## src/rtl/dmem_lsu_pkg.sv

```systemverilog
// dmem_lsu_pkg: shared definitions for the data-memory load/store unit.
//   - RV32I funct3 width/sign encodings
//   - transaction state encoding
//   - alignment and legality helpers used when an op is presented
package dmem_lsu_pkg;

    localparam logic [2:0] F3_B  = 3'b000;
    localparam logic [2:0] F3_H  = 3'b001;
    localparam logic [2:0] F3_W  = 3'b010;
    localparam logic [2:0] F3_BU = 3'b100;
    localparam logic [2:0] F3_HU = 3'b101;

    typedef enum logic [1:0] {
        IDLE = 2'd0,
        REQ  = 2'd1,
        WAIT = 2'd2,
        RESP = 2'd3
    } state_t;

    // funct3[1:0] carries the access size for both loads and stores.
    function automatic logic is_aligned(input logic [2:0] f3, input logic [1:0] off);
        logic ok;
        case (f3[1:0])
            2'b00:   ok = 1'b1;
            2'b01:   ok = ~off[0];
            2'b10:   ok = (off == 2'b00);
            default: ok = 1'b0;
        endcase
        return ok;
    endfunction

    // Unsigned variants exist only for loads.
    function automatic logic is_legal(input logic ld, input logic [2:0] f3);
        logic ok;
        case (f3)
            F3_B, F3_H, F3_W: ok = 1'b1;
            F3_BU, F3_HU:     ok = ld;
            default:          ok = 1'b0;
        endcase
        return ok;
    endfunction

endpackage

```

## src/rtl/dmem_lsu_align.sv

```systemverilog
// dmem_lsu_align: combinational lane logic for the load/store unit.
//   Store side: st_funct3/st_off/st_data/st_is_store -> st_be, st_wdata
//               (byte enables and lane-replicated write data).
//   Load side:  ld_funct3/ld_off/ld_rdata -> ld_data
//               (lane select plus sign/zero extension).
module dmem_lsu_align
    import dmem_lsu_pkg::*;
(
    input  logic        st_is_store,
    input  logic [2:0]  st_funct3,
    input  logic [1:0]  st_off,
    input  logic [31:0] st_data,
    output logic [3:0]  st_be,
    output logic [31:0] st_wdata,
    input  logic [2:0]  ld_funct3,
    input  logic [1:0]  ld_off,
    input  logic [31:0] ld_rdata,
    output logic [31:0] ld_data
);

    logic [7:0]  byte_s;
    logic [15:0] half_s;

    // Store byte enables and replicated data; loads always fetch the full word.
    always_comb begin
        st_be    = 4'b1111;
        st_wdata = st_data;
        if (st_is_store) begin
            case (st_funct3)
                F3_B: begin
                    st_be    = 4'b0001 << st_off;
                    st_wdata = {4{st_data[7:0]}};
                end
                F3_H: begin
                    st_be    = st_off[1] ? 4'b1100 : 4'b0011;
                    st_wdata = {2{st_data[15:0]}};
                end
                default: begin
                    st_be    = 4'b1111;
                    st_wdata = st_data;
                end
            endcase
        end else begin
            st_be    = 4'b1111;
            st_wdata = st_data;
        end
    end

    // Load lane select followed by sign or zero extension.
    always_comb begin
        case (ld_off)
            2'd0:    byte_s = ld_rdata[7:0];
            2'd1:    byte_s = ld_rdata[15:8];
            2'd2:    byte_s = ld_rdata[23:16];
            default: byte_s = ld_rdata[31:24];
        endcase
        half_s = ld_off[1] ? ld_rdata[31:16] : ld_rdata[15:0];
        case (ld_funct3)
            F3_B:    ld_data = {{24{byte_s[7]}}, byte_s};
            F3_BU:   ld_data = {24'h000000, byte_s};
            F3_H:    ld_data = {{16{half_s[15]}}, half_s};
            F3_HU:   ld_data = {16'h0000, half_s};
            default: ld_data = ld_rdata;
        endcase
    end

endmodule

```

## src/rtl/dmem_lsu.sv

```systemverilog
// dmem_lsu: memory-stage load/store unit, initiator on the data-memory bus.
//   Pipeline side: op_valid, is_load, is_store, funct3, addr, store_data in;
//                  stall, load_valid, load_data, misaligned, bus_err out.
//   Memory side:   mem_req, mem_we, mem_be, mem_addr, mem_wdata out;
//                  mem_gnt, mem_rvalid, mem_rdata in.
//   TIMEOUT bounds the cycles spent in REQ+WAIT (0 disables it).
module dmem_lsu
    import dmem_lsu_pkg::*;
#(
    parameter int TIMEOUT = 16,
    parameter int ADDR_W  = 32
) (
    input  logic              clk,
    input  logic              reset,
    input  logic              op_valid,
    input  logic              is_load,
    input  logic              is_store,
    input  logic [2:0]        funct3,
    input  logic [ADDR_W-1:0] addr,
    input  logic [31:0]       store_data,
    output logic              stall,
    output logic              load_valid,
    output logic [31:0]       load_data,
    output logic              misaligned,
    output logic              bus_err,
    output logic              mem_req,
    output logic              mem_we,
    output logic [3:0]        mem_be,
    output logic [ADDR_W-1:0] mem_addr,
    output logic [31:0]       mem_wdata,
    input  logic              mem_gnt,
    input  logic              mem_rvalid,
    input  logic [31:0]       mem_rdata
);

    localparam int               CNT_W   = (TIMEOUT > 1) ? $clog2(TIMEOUT) : 1;
    localparam logic [CNT_W-1:0] TO_LAST = CNT_W'((TIMEOUT > 0) ? TIMEOUT - 1 : 0);
    localparam bit               TO_EN   = (TIMEOUT > 0);

    state_t              state_r, state_nxt_s;
    logic [CNT_W-1:0]    cnt_r, cnt_nxt_s;
    logic                op_kind_s, op_ok_s, accept_s, reject_s, busy_s, to_hit_s;
    logic                req_nxt_s, load_valid_nxt_s, bus_err_nxt_s;
    logic [31:0]         load_data_nxt_s;
    logic [3:0]          st_be_s;
    logic [31:0]         st_wdata_s, ld_ext_s;

    logic                mem_req_r, mem_we_r, load_valid_r, bus_err_r, ld_r;
    logic [3:0]          mem_be_r;
    logic [ADDR_W-1:0]   mem_addr_r;
    logic [31:0]         mem_wdata_r, load_data_r;
    logic [1:0]          ld_off_r;
    logic [2:0]          ld_f3_r;

    dmem_lsu_align u_align (
        .st_is_store (is_store),
        .st_funct3   (funct3),
        .st_off      (addr[1:0]),
        .st_data     (store_data),
        .st_be       (st_be_s),
        .st_wdata    (st_wdata_s),
        .ld_funct3   (ld_f3_r),
        .ld_off      (ld_off_r),
        .ld_rdata    (mem_rdata),
        .ld_data     (ld_ext_s)
    );

    // Classify the presented op and detect the timeout limit.
    always_comb begin
        op_kind_s = op_valid & (is_load | is_store);
        op_ok_s   = is_aligned(funct3, addr[1:0]) & is_legal(is_load, funct3);
        accept_s  = (state_r == IDLE) & op_kind_s & op_ok_s;
        reject_s  = (state_r == IDLE) & op_kind_s & ~op_ok_s;
        busy_s    = (state_r == REQ) | (state_r == WAIT);
        to_hit_s  = TO_EN & busy_s & (cnt_r == TO_LAST);
    end

    // Next-state and next-register values; handshake progress beats the timeout.
    always_comb begin
        state_nxt_s      = state_r;
        cnt_nxt_s        = cnt_r;
        req_nxt_s        = mem_req_r;
        load_valid_nxt_s = 1'b0;
        bus_err_nxt_s    = 1'b0;
        load_data_nxt_s  = load_data_r;
        case (state_r)
            IDLE: begin
                if (accept_s) begin
                    state_nxt_s = REQ;
                    cnt_nxt_s   = {CNT_W{1'b0}};
                    req_nxt_s   = 1'b1;
                end else begin
                    state_nxt_s = IDLE;
                end
            end
            REQ: begin
                cnt_nxt_s = cnt_r + CNT_W'(1'b1);
                if (mem_gnt) begin
                    req_nxt_s = 1'b0;
                    if (!ld_r) begin
                        state_nxt_s = RESP;
                    end else if (mem_rvalid) begin
                        state_nxt_s      = RESP;
                        load_data_nxt_s  = ld_ext_s;
                        load_valid_nxt_s = 1'b1;
                    end else begin
                        state_nxt_s = WAIT;
                    end
                end else if (to_hit_s) begin
                    req_nxt_s       = 1'b0;
                    state_nxt_s     = RESP;
                    bus_err_nxt_s   = 1'b1;
                    load_data_nxt_s = 32'h0000_0000;
                end else begin
                    state_nxt_s = REQ;
                end
            end
            WAIT: begin
                cnt_nxt_s = cnt_r + CNT_W'(1'b1);
                if (mem_rvalid) begin
                    state_nxt_s      = RESP;
                    load_data_nxt_s  = ld_ext_s;
                    load_valid_nxt_s = 1'b1;
                end else if (to_hit_s) begin
                    state_nxt_s     = RESP;
                    bus_err_nxt_s   = 1'b1;
                    load_data_nxt_s = 32'h0000_0000;
                end else begin
                    state_nxt_s = WAIT;
                end
            end
            RESP:    state_nxt_s = IDLE;
            default: state_nxt_s = IDLE;
        endcase
    end

    // State register.
    always_ff @(posedge clk or posedge reset) begin
        if (reset) begin
            state_r <= IDLE;
        end else begin
            state_r <= state_nxt_s;
        end
    end

    // Datapath registers; request fields are captured only when an op is accepted.
    always_ff @(posedge clk or posedge reset) begin
        if (reset) begin
            cnt_r        <= {CNT_W{1'b0}};
            mem_req_r    <= 1'b0;
            mem_we_r     <= 1'b0;
            mem_be_r     <= 4'b0000;
            mem_addr_r   <= {ADDR_W{1'b0}};
            mem_wdata_r  <= 32'h0000_0000;
            load_valid_r <= 1'b0;
            bus_err_r    <= 1'b0;
            load_data_r  <= 32'h0000_0000;
            ld_r         <= 1'b0;
            ld_off_r     <= 2'b00;
            ld_f3_r      <= 3'b000;
        end else begin
            cnt_r        <= cnt_nxt_s;
            mem_req_r    <= req_nxt_s;
            load_valid_r <= load_valid_nxt_s;
            bus_err_r    <= bus_err_nxt_s;
            load_data_r  <= load_data_nxt_s;
            if (accept_s) begin
                mem_we_r    <= is_store;
                mem_be_r    <= st_be_s;
                mem_addr_r  <= {addr[ADDR_W-1:2], 2'b00};
                mem_wdata_r <= st_wdata_s;
                ld_r        <= is_load;
                ld_off_r    <= addr[1:0];
                ld_f3_r     <= funct3;
            end
        end
    end

    // stall and misaligned are combinational so the pipeline reacts in the op's own cycle.
    assign stall      = ~reset & (accept_s | busy_s);
    assign misaligned = ~reset & reject_s;
    assign load_valid = load_valid_r;
    assign load_data  = load_data_r;
    assign bus_err    = bus_err_r;
    assign mem_req    = mem_req_r;
    assign mem_we     = mem_we_r;
    assign mem_be     = mem_be_r;
    assign mem_addr   = mem_addr_r;
    assign mem_wdata  = mem_wdata_r;

endmodule
```

## config.mk

```make
export PLATFORM = sky130hd
export DESIGN_NAME = dmem_lsu
export DESIGN_NICKNAME = d
export VERILOG_FILES = /design/src/rtl/dmem_lsu_pkg.sv /design/src/rtl/dmem_lsu_align.sv /design/src/rtl/dmem_lsu.sv
export SDC_FILE = /design/constraint.sdc
export NUM_CORES = 1
export LEC_CHECK = 0
export ABC_CLOCK_PERIOD_IN_PS = 6400
export CORE_MARGIN = 2
export CORE_UTILIZATION = 35
export CTS_CLUSTER_DIAMETER = 100
export DETAILED_ROUTE_END_ITERATION = 8
export PLACE_DENSITY_LB_ADDON = 0.3
export REMOVE_ABC_BUFFERS = 1
export SLEW_MARGIN = 20
export SYNTH_ARGS = -nofsm -noshare
export SYNTH_HDL_FRONTEND = slang
export SYNTH_SLANG_ARGS = --single-unit
```

## constraint.sdc

```tcl
create_clock -name clk -period 6.4 [get_ports clk]
set_input_delay 1.28 -clock clk [delete_from_list [all_inputs] [get_ports clk]]
set_output_delay 1.28 -clock clk [all_outputs]
set_load 0.01 [all_outputs]
```

==> impl_results.md, run 1 <==
* Total wire length at approximately 18 mm
* Layout cells sized above 1 at 12.0%
* Synth Instances at ~520
* Max cap viols at 0
* Port Buf Inserts at around 210
* Wire per inst at approximately 19 µm
* Die Width at around 130 µm
* M1 wire length at 7.57 mm
* Worst Tran Pin Value at 1130 ps
* CP arrival at around 3400 ps
* TritonCTS Buffers at 17
* Die ar. at 17900 µm²
* Post-CTS Hold Buffers at 0
* Fin Setup TNS at 0 ps
* First-pass GRT wire length at 29.1 mm
* Synth cell types at ~60
* Clk root buf: clkbuf_16
* RSZ-0062 raised after global routing: false
* Hold Vio Cnt, Final at 0
* Clock Skew at about 17 ps
* Top_reg_cell synth: dfrtp_1
* Congestion Overflow GR at 0
* Crit Path Category: in2out
* Sequential area share after synthesis at approximately 48%
* Num ports at between 200 and 250
* Post-synth EDFFs at 0
* CTS tree: done
* Post-synth top area share at between 40% and 50%
* Most frequent cells in the layout: 209 x clkdlybuf4s50_1, 114 x dfrtp_1, 62 x o21ai_0
* # DRC at 0
* Final setup viols at 0
* Max layer used: met4
* Final core utilization at a little over half
* Die H at roughly 130 µm
* Row cnt at 47
* Synth async-reset ratio at between 90% and 100%
* Drt pass-1 iters at 4
* Worst vdd ir at between 0.0002 and 0.0003 V
* Yosys warning total at 0
* Commonest non-fill, non-tap cell in the layout: clkdlybuf4s50_1
* Post-route ant nets at 0
* Slew Viols, Final at 0
* # clock sinks at 114
* Worst rel slew slack at approximately a quarter
* Synth Register Bits at ~110
* PD cells at between 400 and 500 nW/µm²
* Clk pin slew, worst setup/hold paths at roughly 60 ps
* Initial antenna violation count at 0
* Max frequency at between 200 and 250 MHz
* Critical Path End Type: primary output
* # fillers at about 1400
* Starting Density at 35.8%
* DP HPWL at about 13 mm
* Vias/cell at 5.46
* Synth area leaders: dfrtp_1 48%, mux2_1 8.8%, o21ai_0 5.2%
* Leakage at around 3.6 nW
* Core Area at between 15000 and 20000 µm²
* Tot GR Track Use at between 20% and 30%
* Vias post-DR at about 5200
* Tcrit/Tclk final at around 74%
* Min Clock Period, post-route at around 4700 ps
* Antenna fix cells at 0
* Metal2 WL at about 8.4 mm
* Status: completed
* Cell Area, Synth at 5910 µm²
* Met3 wire len at ~2 mm
* Largest net degree at the start of global routing at between 60 and 70
* Crit Path Max Fanout at 18
* DR iter-0 viols at roughly 360
* Area Growth Syn to Fin at 48.1%
* Startpoint type of the worst setup path: input pin
* Worst path required time at approximately 5000 ps
* Layout Nets at between 800 and 900
* Placer Congestion at 0.798
* Clk buf depth at 2
* H-tree depth at 4
* Syn Area/Cell at between 10 and 15 µm²
* # resized after CTS at 0
* Postcts setup bufs at 0
* Type of the tightest min-delay check: reg2reg
* Synth area leader: dfrtp_1
* Clk_lat worst skew at about 420 ps
* Vias in the first global route at roughly 5500
## registers in the layout, indices dropped and copies added (netlist names), named ones only
signal and cells:
mem_wdata 32, mem_req 1, load_valid 1, bus_err 1
load_data 32, state_r 1, cnt_r 4, ld_r 1
mem_addr 30, ld_f3_r 3, mem_be 4, mem_we 1
ld_off_r 2
## synth_stat cells (7+ instances only)
cell type  instances
mux2_1            46
a21oi_1           30
buf_6              7
a2111oi_0         18
mux2i_1           14
nand2_1           15
a22o_1             9
clkbuf_1          22
a221o_1            9
inv_1             17
dfrtp_1          114
o21ai_1            9
mux2_2            16
mux4_2             8
o31ai_1           16
o21ai_0           62
or2_2              7
o22ai_1            9
## critical path, stage by stage
cell	delay, ps
clkdlybuf4s50_1	400
buf_4	200
or4_4	530
o31a_4	220
nor2_8	130
o21a_1	110
clkdlybuf4s50_1	550
## cell type report
type,instances,area [µm²],area share [%]
clock buffer,18,439,5.01
inverter,17,66.3,0.757
sequential,114,2850,32.6
clock inverter,14,179,2.04
tap,220,275,3.14
multi-input combinational,347,2790,31.8
timing repair buffer,218,2160,24.7
## power by group
part           internal, mW  switching (mW)
combinational          1.01           0.861
clock                 0.627           0.366
sequential             1.06           0.251
total                  2.69            1.48
## logic make-up (layout without fill, tap and decap cells)
kind of cell / count (synthesis) / in the layout / synth area share, %
AO/OA/AOI/OAI: 199 / 199 / 22.6
adder cells (fa/ha/maj): 5 / 5 / 1.06
buffers and inverters: 58 / 267 / 4.91
flip-flops: 114 / 114 / 48.3
multiplexers: 84 / 84 / 17.2
other: 1 / 2 / 0.0634
AND/OR/NAND/NOR: 57 / 57 / 5.86
## routing by layer
| metal | vias to the layer above | GRT usage, % |
|---|---|---|
| li1 | 2352 | - |
| met1 | 2590 | 25.8 |
| met2 | 221 | 32.2 |
| met3 | 16 | 9.64 |
| met4 | 0 | 5.61 |
| met5 | - | 0 |
## metrics by stage
| step | hold WS [ps] | worst slack [ps] | area [µm²] | power [mW] | cells |
|---|---|---|---|---|---|
| floorplan | 474 | 1120 | 5690 | 2.18 | 478 |
| global placement | 466 | 1670 | 8140 | 3.13 | 916 |
| detailed placement | 475 | 1680 | 8140 | 3.19 | 916 |
| CTS | 486 | 1670 | 8750 | 4.20 | 948 |
| global route | 507 | 1620 | 8760 | 4.43 | 948 |
| finish | 482 | 1690 | 8760 | 4.17 | 948 |
## final timing paths
| check | startpoint | to | slack (ps) | cells after the start |
|---|---|---|---|---|
| worst max-delay path | funct3[0] | stall | 1690 | 7 |
| worst min-delay path | mem_addr[11] | mem_addr[11] | 480 | 1 |
| worst max register to register | state_r[0] | load_data[13] | 3420 | 6 |
| worst min register to register | mem_addr[11] | mem_addr[11] | 480 | 1 |
| max in group asynchronous | reset | mem_wdata[12] | 3610 | 4 |
| min in group asynchronous | reset | mem_wdata[21] | 1590 | 3 |
No activity file was read; power rests on OpenSTA's default activity.
==> run 2, diff against run 1 <==
--- a/config.mk
+++ b/config.mk
@@ -5,7 +5,7 @@
 export SDC_FILE = /design/constraint.sdc
 export NUM_CORES = 1
 export LEC_CHECK = 0
-export ABC_CLOCK_PERIOD_IN_PS = 6400
+export ABC_CLOCK_PERIOD_IN_PS = 4700
 export CORE_MARGIN = 2
 export CORE_UTILIZATION = 35
 export CTS_CLUSTER_DIAMETER = 100
==> constraint.sdc (replaced) <==
create_clock -name clk -period 4.7 [get_ports clk]
set_input_delay 0.94 -clock clk [delete_from_list [all_inputs] [get_ports clk]]
set_output_delay 0.94 -clock clk [all_outputs]
set_load 0.01 [all_outputs]
==> run 2 against run 1 <==
Net effect:
- utilization about the same
- critical path depth down 1
- flip-flop and latch count unchanged
- combinational power up 35%
- worst setup slack worse by 990 ps
- power up 37%
- critical endpoint unchanged
- highest routed layer unchanged
==> impl_results.md, run 2 (same netlist as run 1, synthesis figures left out) <==
* First-pass GRT wire length at 29.4 mm (+0.76%)
* Most frequent CP cell: clkdlybuf4s50_1
* Num ports at 212 (unchanged)
* Worst-path cell chain: clkdlybuf4s50_1, or4_4, o31a_4, nor2_8, o21a_1, clkdlybuf4s50_1
* Post-CTS Hold Buffers at 0 (unchanged)
* Clock Skew at 10.9 ps (-6.29 ps)
* # DRC at 0 (unchanged)
* Pre-CTS setup slack at 696 ps (-979 ps)
* Drt pass-1 iters at 4 (unchanged)
* Status: completed
* Postcts setup bufs at 0 (unchanged)
* Die H at 134 µm (unchanged)
* Worst path required time at 3760 ps (-1360 ps)
* Antenna fix cells at 0 (unchanged)
* PD cells at 650 nW/µm² (+37%)
* Worst Tran Pin Value at 1020 ps (-105 ps)
* Final instance area at 8760 µm² (about the same)
* Max frequency at around 250 MHz
* Overall power at 5.70 mW (+37%)
* Layout Nets at 826 (unchanged)
* Setup ws final at 704 ps (-987 ps)
* Final setup viols at 0 (unchanged)
* Layout cells sized above 1 at 12.1% (+0.14 points)
* Slew Viols, Final at 0 (unchanged)
* Worst hold slack at 484 ps (+1.78 ps)
* Wire per inst at 19.3 µm (+0.44%)
* Final core utilization at 53.0% (about the same)
* Fin cells at 948 (unchanged)
* Cell Count Post-Placement at 916 (unchanged)
* Tcrit/Tclk final at between 80% and 90%
* Port Buf Inserts at 209 (unchanged)
* Die Width at 134 µm (unchanged)
* Min Clock Period, post-route at between 3000 and 4000 ps
* CP max stage delay at 600 ps (+50 ps)
* Largest net degree at the start of global routing at 59 (-14%)
* Tot GR Track Use at 20.9% (+0.30 points)
* Critical Path End Type: primary output
* RSZ-0062 raised after global routing: false
* Clk buf depth at 2 (unchanged)
* Clk root buf: clkbuf_16
* Row cnt at 47 (unchanged)
* Core Area at 16500 µm² (unchanged)
* # resized after CTS at 0 (unchanged)
* Leakage at 3.58 nW (+0.11%)
* CTS tree: done
* Crit Path Max Fanout at 18 (unchanged)
* Area Growth Syn to Fin at 48.2% (about the same)
* Vias in the first global route at 5454 (-0.42%)
* Clk pin slew, worst setup/hold paths at 60 ps (about the same)
* Startpoint type of the worst setup path: input pin
* Post-route ant nets at 0 (unchanged)
* Hold Vio Cnt, Final at 0 (unchanged)
* # clock sinks at 114 (unchanged)
* H-tree depth at 4 (unchanged)
* Crit path max-delay family: buffers and inverters
* Fin Setup TNS at 0 ps (unchanged)
* DP HPWL at 13.0 mm (+1.2%)
* Placer Congestion at 0.789 (-1.1%)
* # fillers at 1435 (-0.42%)
* CP arrival at 3060 ps (-370 ps)
* Vias/cell at 5.42 (-0.85%)
* Area occupied by multi-input gates at 2790 µm² (+0.13%)
* Congestion Overflow GR at 0 (unchanged)
* Worst rel slew slack at 31.7% (+7.1 points)
* Cell at the slowest stage of the critical path: or4_4
* Placed Area at 8140 µm² (unchanged)
* Worst vdd ir at 0.000381 V (+43%)
* Initial antenna violation count at 0 (unchanged)
* Die ar. at 17900 µm² (unchanged)
* Most frequent cells in the layout: 209 x clkdlybuf4s50_1, 114 x dfrtp_1, 62 x o21ai_0
* Starting Density at 35.8% (unchanged)
* Total wire length at 18.3 mm (+0.44%)
* Buffer and inverter count on the worst path at 2 (-1)
* DR iter-0 viols at 311 (-13%)
* Vias post-DR at 5135 (-0.85%)
* Type of the tightest min-delay check: reg2reg
* Max cap viols at 0 (unchanged)
* Storage cell area at 2850 µm² (unchanged)
* TritonCTS Buffers at 17 (unchanged)
* Crit Path Category: in2out
* Clk_lat worst skew at 420 ps (about the same)
* Commonest non-fill, non-tap cell in the layout: clkdlybuf4s50_1
## run 2: layout make-up
cell class / count / area share (%)
Sequential cell: 114 / 32.6
Multi-Input combinational cell: 347 / 31.8
Timing Repair Buffer: 218 / 24.7
Clock buffer: 17 / 4.86
Tap cell: 220 / 3.14
Clock inverter: 15 / 2.20
Inverter: 17 / 0.757
## run 2: worst paths after layout
kind                         startpoint            end  slack (ps)  cells past startpoint
max                           funct3[2]          stall         700                      6
min                        mem_addr[27]   mem_addr[27]         480                      1
max reg2reg                  state_r[0]  load_data[13]        1700                      6
min reg2reg                mem_addr[27]   mem_addr[27]         480                      1
max in group asynchronous         reset  load_data[22]        2230                      4
min in group asynchronous         reset    mem_addr[8]        1220                      3
## run 2: routing by layer
metal  wire [µm]  share of wire (%)  up-vias  track usage (%)
met5           0                  0        -                0
li1            -                  -     2364                -
met3        2010                 11       11             9.41
met4         107               0.59        0             6.91
met2        8570                 47      212             32.8
met1        7560                 41     2548             25.8
## run 2: where the power goes
group          switching (mW)  total [mW]  internal [mW]
Clock                   0.516        1.37          0.849
Sequential              0.356        1.80           1.44
Combinational            1.16        2.53           1.37
Total                    2.03        5.70           3.66
==> run 3, diff against run 2 <==
--- a/config.mk
+++ b/config.mk
@@ -7,7 +7,7 @@
 export LEC_CHECK = 0
 export ABC_CLOCK_PERIOD_IN_PS = 4700
 export CORE_MARGIN = 2
-export CORE_UTILIZATION = 35
+export CORE_UTILIZATION = 42
 export CTS_CLUSTER_DIAMETER = 100
 export DETAILED_ROUTE_END_ITERATION = 8
 export PLACE_DENSITY_LB_ADDON = 0.3
==> run 3 against run 2 <==
Net effect:
- flip-flop and latch count unchanged
- clock-buffer cell count up 6
- sequential share of layout area down 0.15 points
- power up 2.0%
- clock skew down 5.0 ps
- critical path type unchanged
==> impl_results.md, run 3 (same netlist as run 1, synthesis figures left out) <==
* DR iter-0 viols at 361 (+16%)
* Wire per inst at 19.3 µm (+0.47%)
* Pre-CTS setup slack at 689 ps (-7.57 ps)
* Setup ws final at 690 ps (-13.2 ps)
* Fin Setup TNS at 0 ps (unchanged)
* Clk pin slew, worst setup/hold paths at 60 ps (about the same)
* Congestion Overflow GR at 0 (unchanged)
* Initial antenna violation count at 0 (unchanged)
* Starting Density at 42.8% (+7.0 points)
* Crit Path Category: in2out
* Vias in the first global route at 5312 (-2.6%)
* Row cnt at 43 (-8.5%)
* Crit Path Max Fanout at 18 (unchanged)
* Type of the tightest min-delay check: reg2reg
* Num ports at 212 (unchanged)
* Hold Vio Cnt, Final at 0 (unchanged)
* Worst path required time at 3760 ps (about the same)
* Antenna fix cells at 0 (unchanged)
* Layout Nets at 828 (+0.24%)
* PD cells at 660 nW/µm² (+1.5%)
* Post-route ant nets at 0 (unchanged)
* Layout cells sized above 1 at 12.1% (-0.033 points)
* Leakage at 3.63 nW (+1.5%)
* Worst hold slack at 484 ps (-0.268 ps)
* Vias post-DR at 5179 (+0.86%)
* Die H at 123 µm (-8.5%)
* Core Area at 13800 µm² (-16%)
* Total wire length at 17.6 mm (-3.6%)
* Tot GR Track Use at 24.1% (+3.1 points)
* Max cap viols at 0 (unchanged)
* Post-CTS Hold Buffers at 0 (unchanged)
* Die ar. at 15000 µm² (-16%)
* Port Buf Inserts at 209 (unchanged)
* Max frequency at 249 MHz (-0.33%)
* Commonest non-fill, non-tap cell in the layout: clkdlybuf4s50_1
* TritonCTS Buffers at 17 (unchanged)
* Placer Congestion at 0.772 (-2.2%)
* Clock Skew at 5.92 ps (-4.95 ps)
* Critical Path End Type: primary output
* Startpoint type of the worst setup path: input pin
* # resized after CTS at 0 (unchanged)
* Storage cell area at 2850 µm² (unchanged)
* DP HPWL at 12.2 mm (-5.8%)
* CP arrival at 3070 ps (about the same)
* Slew Viols, Final at 0 (unchanged)
* H-tree depth at 4 (unchanged)
* Worst rel slew slack at 25.0% (-6.7 points)
* Clk root buf: clkbuf_16
* Clk buf depth at 2 (unchanged)
* Area Growth Syn to Fin at 48.9%
* Most frequent cells in the layout: 209 x clkdlybuf4s50_1, 114 x dfrtp_1, 62 x o21ai_0
* Final setup viols at 0 (unchanged)
* # fillers at 1057 (-26%)
* Clk_lat worst skew at 410 ps (about the same)
* Vias/cell at 5.69 (+5.1%)
* Largest net degree at the start of global routing at 69 (+17%)
* Tcrit/Tclk final at 85.3% (+0.28 points)
* Status: completed
* # clock sinks at 114 (unchanged)
* Postcts setup bufs at 0 (unchanged)
* Worst Tran Pin Value at 1120 ps (+99.0 ps)
* # DRC at 0 (unchanged)
* Worst vdd ir at 0.000432 V (+13%)
* Min Clock Period, post-route at 4010 ps (+13.2 ps)
* RSZ-0062 raised after global routing: false
* Drt pass-1 iters at 5 (+1)
* Overall power at 5.81 mW (+2.0%)
* Area occupied by multi-input gates at 2790 µm² (unchanged)
* First-pass GRT wire length at 27.7 mm (-5.8%)
* CTS tree: done
* Die Width at 123 µm (-8.5%)
-- run 3: changes by cell type in the layout (fill, tap and decap cells not counted) --
cell	before	now
inv_6	9	0
clkinvlp_4	2	0
bufinv_16	3	6
clkbuf_1	0	2
clkbuf_8	0	4
clkinv_2	0	2
buf_8	0	1
buf_4	9	10
-- run 3: area by class of cell --
cell class,instances,share of cell area (%)
clock buffers,23,5.54
repair buffers,220,24.8
well taps,180,2.56
inverters,17,0.753
flip-flops and latches,114,32.4
clock inverters,9,2.26
multi-input cells,347,31.7
-- run 3: final timing paths --
| check | startpoint | to | slack, ps | cells past startpoint |
|---|---|---|---|---|
| worst max-delay path | funct3[2] | stall | 690 | 6 |
| worst min-delay path | mem_addr[21] | mem_addr[21] | 480 | 1 |
| worst max register to register | state_r[0] | load_data[9] | 1620 | 6 |
| worst min register to register | mem_addr[21] | mem_addr[21] | 480 | 1 |
| max in group asynchronous | reset | load_data[30] | 2270 | 4 |
| min in group asynchronous | reset | mem_addr[8] | 1090 | 3 |
-- run 3: metrics by stage --
| step | std cells | area [µm²] | util, % |
|---|---|---|---|
| 4_1_cts | 909 | 8780 | 63.5 |
| 5_1_grt | 910 | 8800 | 63.7 |
| 3_3_place_gp | 877 | 8090 | 58.5 |
| 2_1_floorplan | 478 | 5690 | - |
| 6_report | 910 | 8800 | 63.7 |
| 3_5_place_dp | 877 | 8090 | 58.5 |
-- run 3: worst max-delay path, cell delays in order --
cell and delay [ps]:
clkdlybuf4s50_1 500, or4_4 600, o31a_4 210, nor2_8 130, o21a_1 110, clkdlybuf4s50_1 560
-- run 3: layer usage --
layer | share of wire (%) | vias to the layer above | track usage, %
met3 | 9.9 | 18 | 8.88
met1 | 40 | 2540 | 29.4
met5 | 0 | - | 0
met4 | 1.0 | 0 | 6.75
met2 | 49 | 263 | 40.0
li1 | - | 2358 | -
-- run 3: report_power, final --
group	switching [mW]	leakage, nW	internal [mW]
clock network	0.451	0.337	1.05
registers	0.322	1.41	1.44
logic	1.17	1.89	1.37
